**src/rtl/fp_mult_pkg.sv**
```systemverilog
`default_nettype none
// ----------------------------------------------------------------------------
// fp_mult_pkg : shared state encoding and default sizing for the multiplier
//               issue controller.  Rev 1.0
// ----------------------------------------------------------------------------
package fp_mult_pkg;

  localparam int DEF_N       = 32;
  localparam int DEF_DEPTH   = 4;
  localparam int DEF_TIMEOUT = 40;

  typedef enum logic [1:0] {
    ST_IDLE  = 2'd0,
    ST_ISSUE = 2'd1,
    ST_WAIT  = 2'd2
  } state_e;

endpackage
`default_nettype wire

```
**src/rtl/operand_fifo.sv**
```systemverilog
`default_nettype none
// ----------------------------------------------------------------------------
// operand_fifo : operand-pair FIFO with extra-MSB pointers, no bypass.
//                Rev 1.0
// ----------------------------------------------------------------------------
module operand_fifo
  import fp_mult_pkg::*;
#(
  parameter int W     = 2 * DEF_N,
  parameter int DEPTH = DEF_DEPTH
) (
  input  logic         clk,
  input  logic         reset,
  input  logic         push_i,
  input  logic [W-1:0] data_i,
  input  logic         pop_i,
  output logic         full_o,
  output logic         empty_o,
  output logic [W-1:0] head_o
);

  localparam int AW = $clog2(DEPTH);

  logic [AW:0]  wr_ptr_q, wr_ptr_d;
  logic [AW:0]  rd_ptr_q, rd_ptr_d;
  logic [W-1:0] mem_q [DEPTH];
  logic         do_push, do_pop;

  // Full when the index bits match but the wrap bits differ.
  assign empty_o  = (wr_ptr_q == rd_ptr_q);
  assign full_o   = (wr_ptr_q[AW] != rd_ptr_q[AW]) &&
                    (wr_ptr_q[AW-1:0] == rd_ptr_q[AW-1:0]);
  assign do_push  = push_i && !full_o;
  assign do_pop   = pop_i && !empty_o;
  assign wr_ptr_d = wr_ptr_q + (AW+1)'(do_push);
  assign rd_ptr_d = rd_ptr_q + (AW+1)'(do_pop);
  assign head_o   = mem_q[rd_ptr_q[AW-1:0]];

  always_ff @(posedge clk or posedge reset) begin
    if (reset) begin
      wr_ptr_q <= '0;
      rd_ptr_q <= '0;
    end else begin
      wr_ptr_q <= wr_ptr_d;
      rd_ptr_q <= rd_ptr_d;
    end
  end

  always_ff @(posedge clk) begin
    if (do_push) begin
      mem_q[wr_ptr_q[AW-1:0]] <= data_i;
    end
  end

endmodule
`default_nettype wire

```
**src/rtl/fp_mult_issue_ctrl.sv**
```systemverilog
`default_nettype none
// ----------------------------------------------------------------------------
// fp_mult_issue_ctrl : buffers operand pairs, issues one at a time to the
//                      multiplier, watchdogs it and holds the result. Rev 1.0
// ----------------------------------------------------------------------------
module fp_mult_issue_ctrl
  import fp_mult_pkg::*;
#(
  parameter int N       = DEF_N,
  parameter int DEPTH   = DEF_DEPTH,
  parameter int TIMEOUT = DEF_TIMEOUT
) (
  input  logic         clk,
  input  logic         reset,
  input  logic         in_valid,
  output logic         in_ready,
  input  logic [N-1:0] in_a,
  input  logic [N-1:0] in_b,
  output logic [N-1:0] mul_a,
  output logic [N-1:0] mul_b,
  output logic         mul_start,
  input  logic         mul_done,
  input  logic [N-1:0] mul_result,
  input  logic         mul_ovf,
  input  logic         mul_exc,
  output logic         out_valid,
  input  logic         out_ready,
  output logic [N-1:0] out_result,
  output logic         out_ovf,
  output logic         out_exc,
  output logic         out_timeout,
  output logic         busy
);

  localparam int WDW = $clog2(TIMEOUT + 1);

  logic           fifo_full, fifo_empty, fifo_pop;
  logic [2*N-1:0] fifo_head;

  state_e         state_q, state_d;
  logic [WDW-1:0] wdog_q, wdog_d;
  logic [N-1:0]   mul_a_q, mul_a_d, mul_b_q, mul_b_d;
  logic [N-1:0]   res_q, res_d;
  logic           ovf_q, ovf_d, exc_q, exc_d, to_q, to_d, oval_q, oval_d;

  operand_fifo #(
    .W     (2 * N),
    .DEPTH (DEPTH)
  ) u_fifo (
    .clk     (clk),
    .reset   (reset),
    .push_i  (in_valid),
    .data_i  ({in_a, in_b}),
    .pop_i   (fifo_pop),
    .full_o  (fifo_full),
    .empty_o (fifo_empty),
    .head_o  (fifo_head)
  );

  always_comb begin
    state_d  = state_q;
    wdog_d   = wdog_q;
    mul_a_d  = mul_a_q;
    mul_b_d  = mul_b_q;
    res_d    = res_q;
    ovf_d    = ovf_q;
    exc_d    = exc_q;
    to_d     = to_q;
    oval_d   = oval_q;
    fifo_pop = 1'b0;

    if (oval_q && out_ready) begin
      oval_d = 1'b0;
    end

    unique case (state_q)
      ST_IDLE: begin
        // A held result blocks the next issue so nothing is ever overwritten.
        if (!fifo_empty && !oval_q) begin
          fifo_pop = 1'b1;
          mul_a_d  = fifo_head[2*N-1:N];
          mul_b_d  = fifo_head[N-1:0];
          state_d  = ST_ISSUE;
        end
      end
      ST_ISSUE: begin
        wdog_d  = '0;
        state_d = ST_WAIT;
      end
      ST_WAIT: begin
        wdog_d = wdog_q + WDW'(1);
        if (mul_done) begin
          res_d   = mul_result;
          ovf_d   = mul_ovf;
          exc_d   = mul_exc;
          to_d    = 1'b0;
          oval_d  = 1'b1;
          state_d = ST_IDLE;
        end else if (wdog_q == WDW'(TIMEOUT - 1)) begin
          res_d   = '0;
          ovf_d   = 1'b0;
          exc_d   = 1'b0;
          to_d    = 1'b1;
          oval_d  = 1'b1;
          state_d = ST_IDLE;
        end
      end
      default: state_d = ST_IDLE;
    endcase
  end

  always_ff @(posedge clk or posedge reset) begin
    if (reset) begin
      state_q <= ST_IDLE;
      wdog_q  <= '0;
      mul_a_q <= '0;
      mul_b_q <= '0;
      res_q   <= '0;
      ovf_q   <= 1'b0;
      exc_q   <= 1'b0;
      to_q    <= 1'b0;
      oval_q  <= 1'b0;
    end else begin
      state_q <= state_d;
      wdog_q  <= wdog_d;
      mul_a_q <= mul_a_d;
      mul_b_q <= mul_b_d;
      res_q   <= res_d;
      ovf_q   <= ovf_d;
      exc_q   <= exc_d;
      to_q    <= to_d;
      oval_q  <= oval_d;
    end
  end

  assign in_ready    = !fifo_full;
  assign mul_start   = (state_q == ST_ISSUE);
  assign mul_a       = mul_a_q;
  assign mul_b       = mul_b_q;
  assign out_valid   = oval_q;
  assign out_result  = res_q;
  assign out_ovf     = ovf_q;
  assign out_exc     = exc_q;
  assign out_timeout = to_q;
  assign busy        = (state_q != ST_IDLE) || !fifo_empty;

endmodule
`default_nettype wire

```
**config.mk**
```make
export PLATFORM = sky130hd
export DESIGN_NAME = fp_mult_issue_ctrl
export DESIGN_NICKNAME = d
export VERILOG_FILES = /design/src/rtl/fp_mult_pkg.sv /design/src/rtl/operand_fifo.sv /design/src/rtl/fp_mult_issue_ctrl.sv
export SDC_FILE = /design/constraint.sdc
export NUM_CORES = 1
export LEC_CHECK = 0
export ABC_AREA = 1
export ABC_CLOCK_PERIOD_IN_PS = 11850
export CORE_ASPECT_RATIO = 1.2
export CORE_UTILIZATION = 35
export DETAILED_ROUTE_END_ITERATION = 7
export PLACE_DENSITY = 0.63
export SLEW_MARGIN = 30
export SYNTH_ARGS = -nofsm -noshare
export SYNTH_HDL_FRONTEND = slang
export SYNTH_SLANG_ARGS = --single-unit
```
**constraint.sdc**
```tcl
create_clock -name clk -period 11.85 [get_ports clk]
set_input_delay 1.7775 -clock clk [delete_from_list [all_inputs] [get_ports clk]]
set_output_delay 1.7775 -clock clk [all_outputs]
set_load 0.005 [all_outputs]
```
# Word level (Yosys, flattened, before mapping)

Memories as Yosys holds them, arrays and structs flattened. A register that Yosys moved wholly into a read port is not among the register bits.
Index checks and enable logic that the tools add are counted.

Add/subtract/negate cells: 3
Equal/unequal tests: 8
Muxes and demuxes: 20
Reduce and logical (&&, ||, !) cells: 16

Operators with widths:

| kind                | count |
|---|---|
| $mux 32             | 2 |
| $mux 1              | 13 |
| $pmux 6 s2          | 1 |
| $add 3x1->3         | 2 |
| $add 6x1->6 const B | 1 |
| $eq 6x6->1 const B  | 1 |
| $mux 2              | 3 |
| $pmux 2 s3          | 1 |
| $reduce_and 2->1    | 3 |
| $reduce_bool 2->1   | 3 |
| $logic_and 1x1->1   | 5 |
| $eq 3x3->1          | 1 |
| $logic_not 1->1     | 3 |
| $ne 3x3->1 const B  | 1 |
| $eq 2x1->1 const B  | 1 |
| $eq 2x2->1          | 1 |
| $eq 2x2->1 const B  | 1 |
| $logic_not 2->1     | 1 |
| $ne 2x2->1 const B  | 1 |
| $logic_or 1x1->1    | 1 |
| $ne 1x1->1          | 1 |

Bits in registers: 50
Bits in writable memories: 256
Input port bits: 103
Output and inout port bits: 103
Logic and storage cells: 57
Memories: 1

Memory list:

| memory       | words | bits a word | rd ports | clocked after Yosys merged registers in | wr ports | line               | RTL |
|---|---|---|---|---|---|---|---|
| u_fifo.mem_q | 4     | 64          | 1        | 1                                       | 1        | operand_fifo.sv:26 | `logic [W-1:0] mem_q [DEPTH];` |

# Longest topological paths before layout

Word-level depth: 7
Gate-level depth with buffers: 10
Gate-level depth less buffers: 9

# By module

From an unflattened synthesis, not the netlist that was laid out.

Cell total of the unflattened synthesis: 1,145
Area, all modules: 14,128.6 um^2

By module, submodules not included:

| module             | times used | cells each | area an instance (um^2) | seq. area each (um^2) |
|---|---|---|---|---|
| operand_fifo       | 1          | 660        | 9,838.2                 | 7,837.5 |
| fp_mult_issue_ctrl | 1          | 485        | 4,290.4                 | 2,702.6 |

# Worst setup path after synthesis

No wires, ideal clock.

Path kind: input to register
From: in in_valid
To: mem u_fifo.mem_q[2][0] in the netlist's numbering (enable)
Setup time: 0.565 ns
Arrival time: 6.232 ns
Data required time: 11.285 ns
Slack: 5.053 ns
Stages: 2
Buffers on the path: 0
Cell sequence: nand2_1 nor3_1

Longest elaborated chain between the ends: 3

RTL lines:

| element                      | line                     | RTL |
|---|---|---|
| start: declaration           | fp_mult_issue_ctrl.sv:15 | `input logic in_valid,` |
| $logic_and 1x1->1            | operand_fifo.sv:33       | `assign do_push = push_i && !full_o;` |
| $mux 1                       | operand_fifo.sv:50       | `if (do_push) begin` |
| $mux 1 (implied by the code) | operand_fifo.sv:51       | `mem_q[wr_ptr_q[AW-1:0]] <= data_i;` |
| end: declaration             | operand_fifo.sv:26       |  |

No other way between the ends.

# Final worst setup path

From: reg u_fifo.rd_ptr_q[1]
To: out busy

Longest elaborated chain between the ends: 3

RTL lines:

| element                  | line                      | RTL |
|---|---|---|
| start: declaration       | operand_fifo.sv:25        | `logic [AW:0] rd_ptr_q, rd_ptr_d;` |
| start signal: assignment | operand_fifo.sv:45        | `rd_ptr_q <= rd_ptr_d;` |
| $eq 3x3->1               | operand_fifo.sv:30        | `assign empty_o = (wr_ptr_q == rd_ptr_q);` |
| $logic_not 1->1          | fp_mult_issue_ctrl.sv:145 | `assign busy = (state_q != ST_IDLE) \|\| !fifo_empty;` |
| $logic_or 1x1->1         | fp_mult_issue_ctrl.sv:145 |  |
| end: declaration         | fp_mult_issue_ctrl.sv:32  | `output logic busy` |

No other way between the ends.

==> metrics.md <==
| Metric | Value |
|---|---|
| Setup slack, reg-to-reg | `8.44 ns` |
| Postcts setup bufs | `0` |
| Vias in the first global route | `9033` |
| Clock transition at the registers of the reported paths | `0.06 ns` |
| Setup Viol. Count Final | `0` |
| Tmin final | `4.35 ns` |
| Top Ports | `206` |
| Port Buf Inserts | `205` |
| Worst skew pair latency | `0.52 ns` |
| Mux share of post-synthesis cell area | `0%` |
| Maximum root-to-sink buffer count | `3` |
| Worst Path Required | `10.07 ns` |
| HP Class | `flop to flop` |
| CP Max Fanout | `47` |
| Post-Synth Simple-Gate Area | `11.1%` |
| Die H | `221 um` |
| Crit end category | `output port` |
| Final net count | `1439` |
| Layout overhead on the synthesized area | `27.4%` |
| Hold EP | `out_result[16]` |
| Grt met1 use | `21.0%` |
| Vias per cell | `4.86` |
| Largest family of logic cells by synthesized area | `simple AND/OR/NAND/NOR gates` |
| Yosys warnings | `0` |
| Slew headroom | `38.0%` |
| Num CTS Buffers | `39` |
| Hold Fails Final Rpt | `0` |
| Initial Utilization | `35.8%` |
| Max IR drop VDD | `0.143 mV` |
| Post-CTS sizing | `0` |
| Startpoint type of the worst setup path | `flop` |
| Synth Area in Adders | `0.803%` |
| Crit Path Category | `flop to output port` |
| Compound-gate portion of the synthesized area | `9.96%` |
| Share of layout cells above drive strength 1 | `6.34%` |
| Syn nets | `1250` |
| Max Cap Viol | `0` |
| # DRC | `0` |
| Gr ovfl total | `0` |
| CTS Hold Bufs | `0` |
| R2R cell count | `10` |
| Share of the synthesized area in the top cell type | `54.8%` |
| Status | `complete, no violations` |
| Global route hottest layer | `met2` |
| Reg2reg start | `u_fifo.rd_ptr_q[1]` |
| DR pass1 iterations | `5` |
| TNS Setup | `0 ns` |
| Final Cycle Share | `36.7%` |
| GRT Total Usage | `16.1%` |
| Clock skew | `0.00958 ns` |
| Routed Wire Length | `33300 um` |
| Slew Viols, Final | `0` |
| Max Fclk | `0.230 GHz` |
| Chip Width | `185 um` |
| Number of DRC markers in iteration 0 | `485` |
| Arr. time, crit path | `2.58 ns` |
| Placer congestion estimate | `0.715` |
| DIE AREA | `40900 um2` |
| Core footprint | `39100 um2` |
| Power Dens Cells | `267 nW/um2` |
| Initial antenna violation count | `3` |
| Vias | `9164` |
| Core Util, Final | `45.6%` |
| Row count | `79` |
| Synth Register Bits | `370` |
| Register area share after synthesis | `75.2%` |
| Synthesized cell area | `14000 um2` |
| Post-synth cell types | `25` |
| Global-route wire length before repair | `50800 um` |
| RSZ-0062 raised after global routing | `false` |
| Post-synth top area cell | `edfxtp_1` |
| DP Wirelength | `19300 um` |
| Hold Path Depth | `2` |
| Pleak | `0.00675 uW` |
| RR Endpoint | `mul_a[18]` |
| Routed len/inst | `17.7 um` |
| Sink Count | `370` |
| Leading post-synthesis cells by cell area | `edfxtp_1 (55%), dfrtp_1 (20%), nand2_1 (6.7%)` |
| Actual slew at the worst max-slew pin | `0.924 ns` |
| Gate Count Post-Synth | `1138` |
| M3 GR Usage | `3.60%` |
| Hold_ws | `0.468 ns` |
| Root Driver | `clkbuf_16` |
| GRT met2 Usage | `26.8%` |
| Synth Area in XOR/XNOR | `0.241%` |
| Largest net degree at the start of global routing | `87` |
| Critical hold path startpoint | `out_result[16]` |
| Antenna Nets Post-Route | `0` |
| CTS tree | `built` |
| H-tree Lvls | `2` |
| Post-Syn Area per Cell | `12.3 um2` |
cell families after synthesis:
| group | after synthesis |
|---|---|
| buffers and inverters | 88 |
| adder cells (fa/ha/maj) | 9 |
| AND/OR/NAND/NOR | 405 |
| AO/OA/AOI/OAI | 263 |
| flip-flops | 370 |
| XOR/XNOR | 3 |
stage by stage:
stage	total power (uW)	std cells	setup slack [ns]	area, um2
CTS	4850	1883	7.39	17900
detailed placement	3620	1812	7.95	16600
global route	5090	1885	7.31	17900
floorplan	2900	1138	5.05	14000
global placement	3580	1812	7.96	16600
finish	4780	1885	7.50	17900
power breakdown:
| part | total [uW] | internal, uW | switching [uW] |
|---|---|---|---|
| registers | 1970 | 1790 | 175 |
| clock network | 1210 | 735 | 479 |
| logic | 1600 | 628 | 968 |
cells in the mapped netlist (all sizes together):
library cell and n:
nor3b 2, nand3 6, buf 22, nor2 133, a21oi 4, xor2 2
clkinv 1, nand4 3, clkbuf 47, nand2 253, ha 9, nor3 8
xnor2 1, o21ai 195, o22ai 64, dfrtp 114, inv 18, edfxtp 256
worst max path at each step:
stage / endpoint / from / cells after the start
2_1_floorplan: u_fifo.mem_q[2][0] / in_valid / 2
3_3_place_gp: busy / u_fifo.rd_ptr_q[1] / 6
3_5_place_dp: busy / u_fifo.rd_ptr_q[1] / 6
4_1_cts: busy / u_fifo.rd_ptr_q[1] / 6
5_1_grt: busy / u_fifo.rd_ptr_q[1] / 6
6_report: busy / u_fifo.rd_ptr_q[1] / 6
layout make-up:
| cell class | count | area [um2] |
|---|---|---|
| Tap cell | 526 | 658 |
| Clock buffer | 54 | 1090 |
| Inverter | 19 | 78.8 |
| Fill cell | 3580 | 21300 |
| Sequential cell | 370 | 10500 |
| Timing Repair Buffer | 217 | 2150 |
| Multi-Input combinational cell | 680 | 3140 |
| Antenna cell | 2 | 5.00 |
| Clock inverter | 17 | 193 |
flip-flops by register name (all words and copies together) (netlist names):
signal and flops:
u_fifo.mem_q 256, mul_a 32, mul_b 32, out_result 32, wdog_q 6, u_fifo.rd_ptr_q 3, u_fifo.wr_ptr_q 3, state_q 2
out_exc 1, out_ovf 1, out_timeout 1, out_valid 1
worst max-delay path, stage by stage, from the launching register on:
cell and delay (ns):
dfrtp_2 0.58, buf_4 0.51, inv_2 0.07, nand2_1 0.08
nand2_1 0.09, nand4_1 0.15, clkdlybuf4s50_1 0.54
per-layer routing:
metal	routed length, um	share of wire [%]
met4	641	1.9
met1	14300	43
met5	12	0.036
met2	16200	49
met3	2190	6.6
layout by cell type (no fill, tap or decap), drive strengths merged:
cell           Yosys  final
o21ai            195    195
clkbuf            47     54
clkinvlp           0      2
nand4              3      3
a21oi              4      4
clkinv             1     12
clkdlybuf4s50      0    205
bufinv             0      4
dfrtp            114    114
nand3              6      6
xor2               2      2
diode              0      2
nand2            253    253
nor2             133    133
nor3b              2      2
inv               18     18
ha                 9      9
nor3               8      8
edfxtp           256    256
xnor2              1      1
buf               22     12
o22ai             64     64
(Power assumes the default switching activity.)
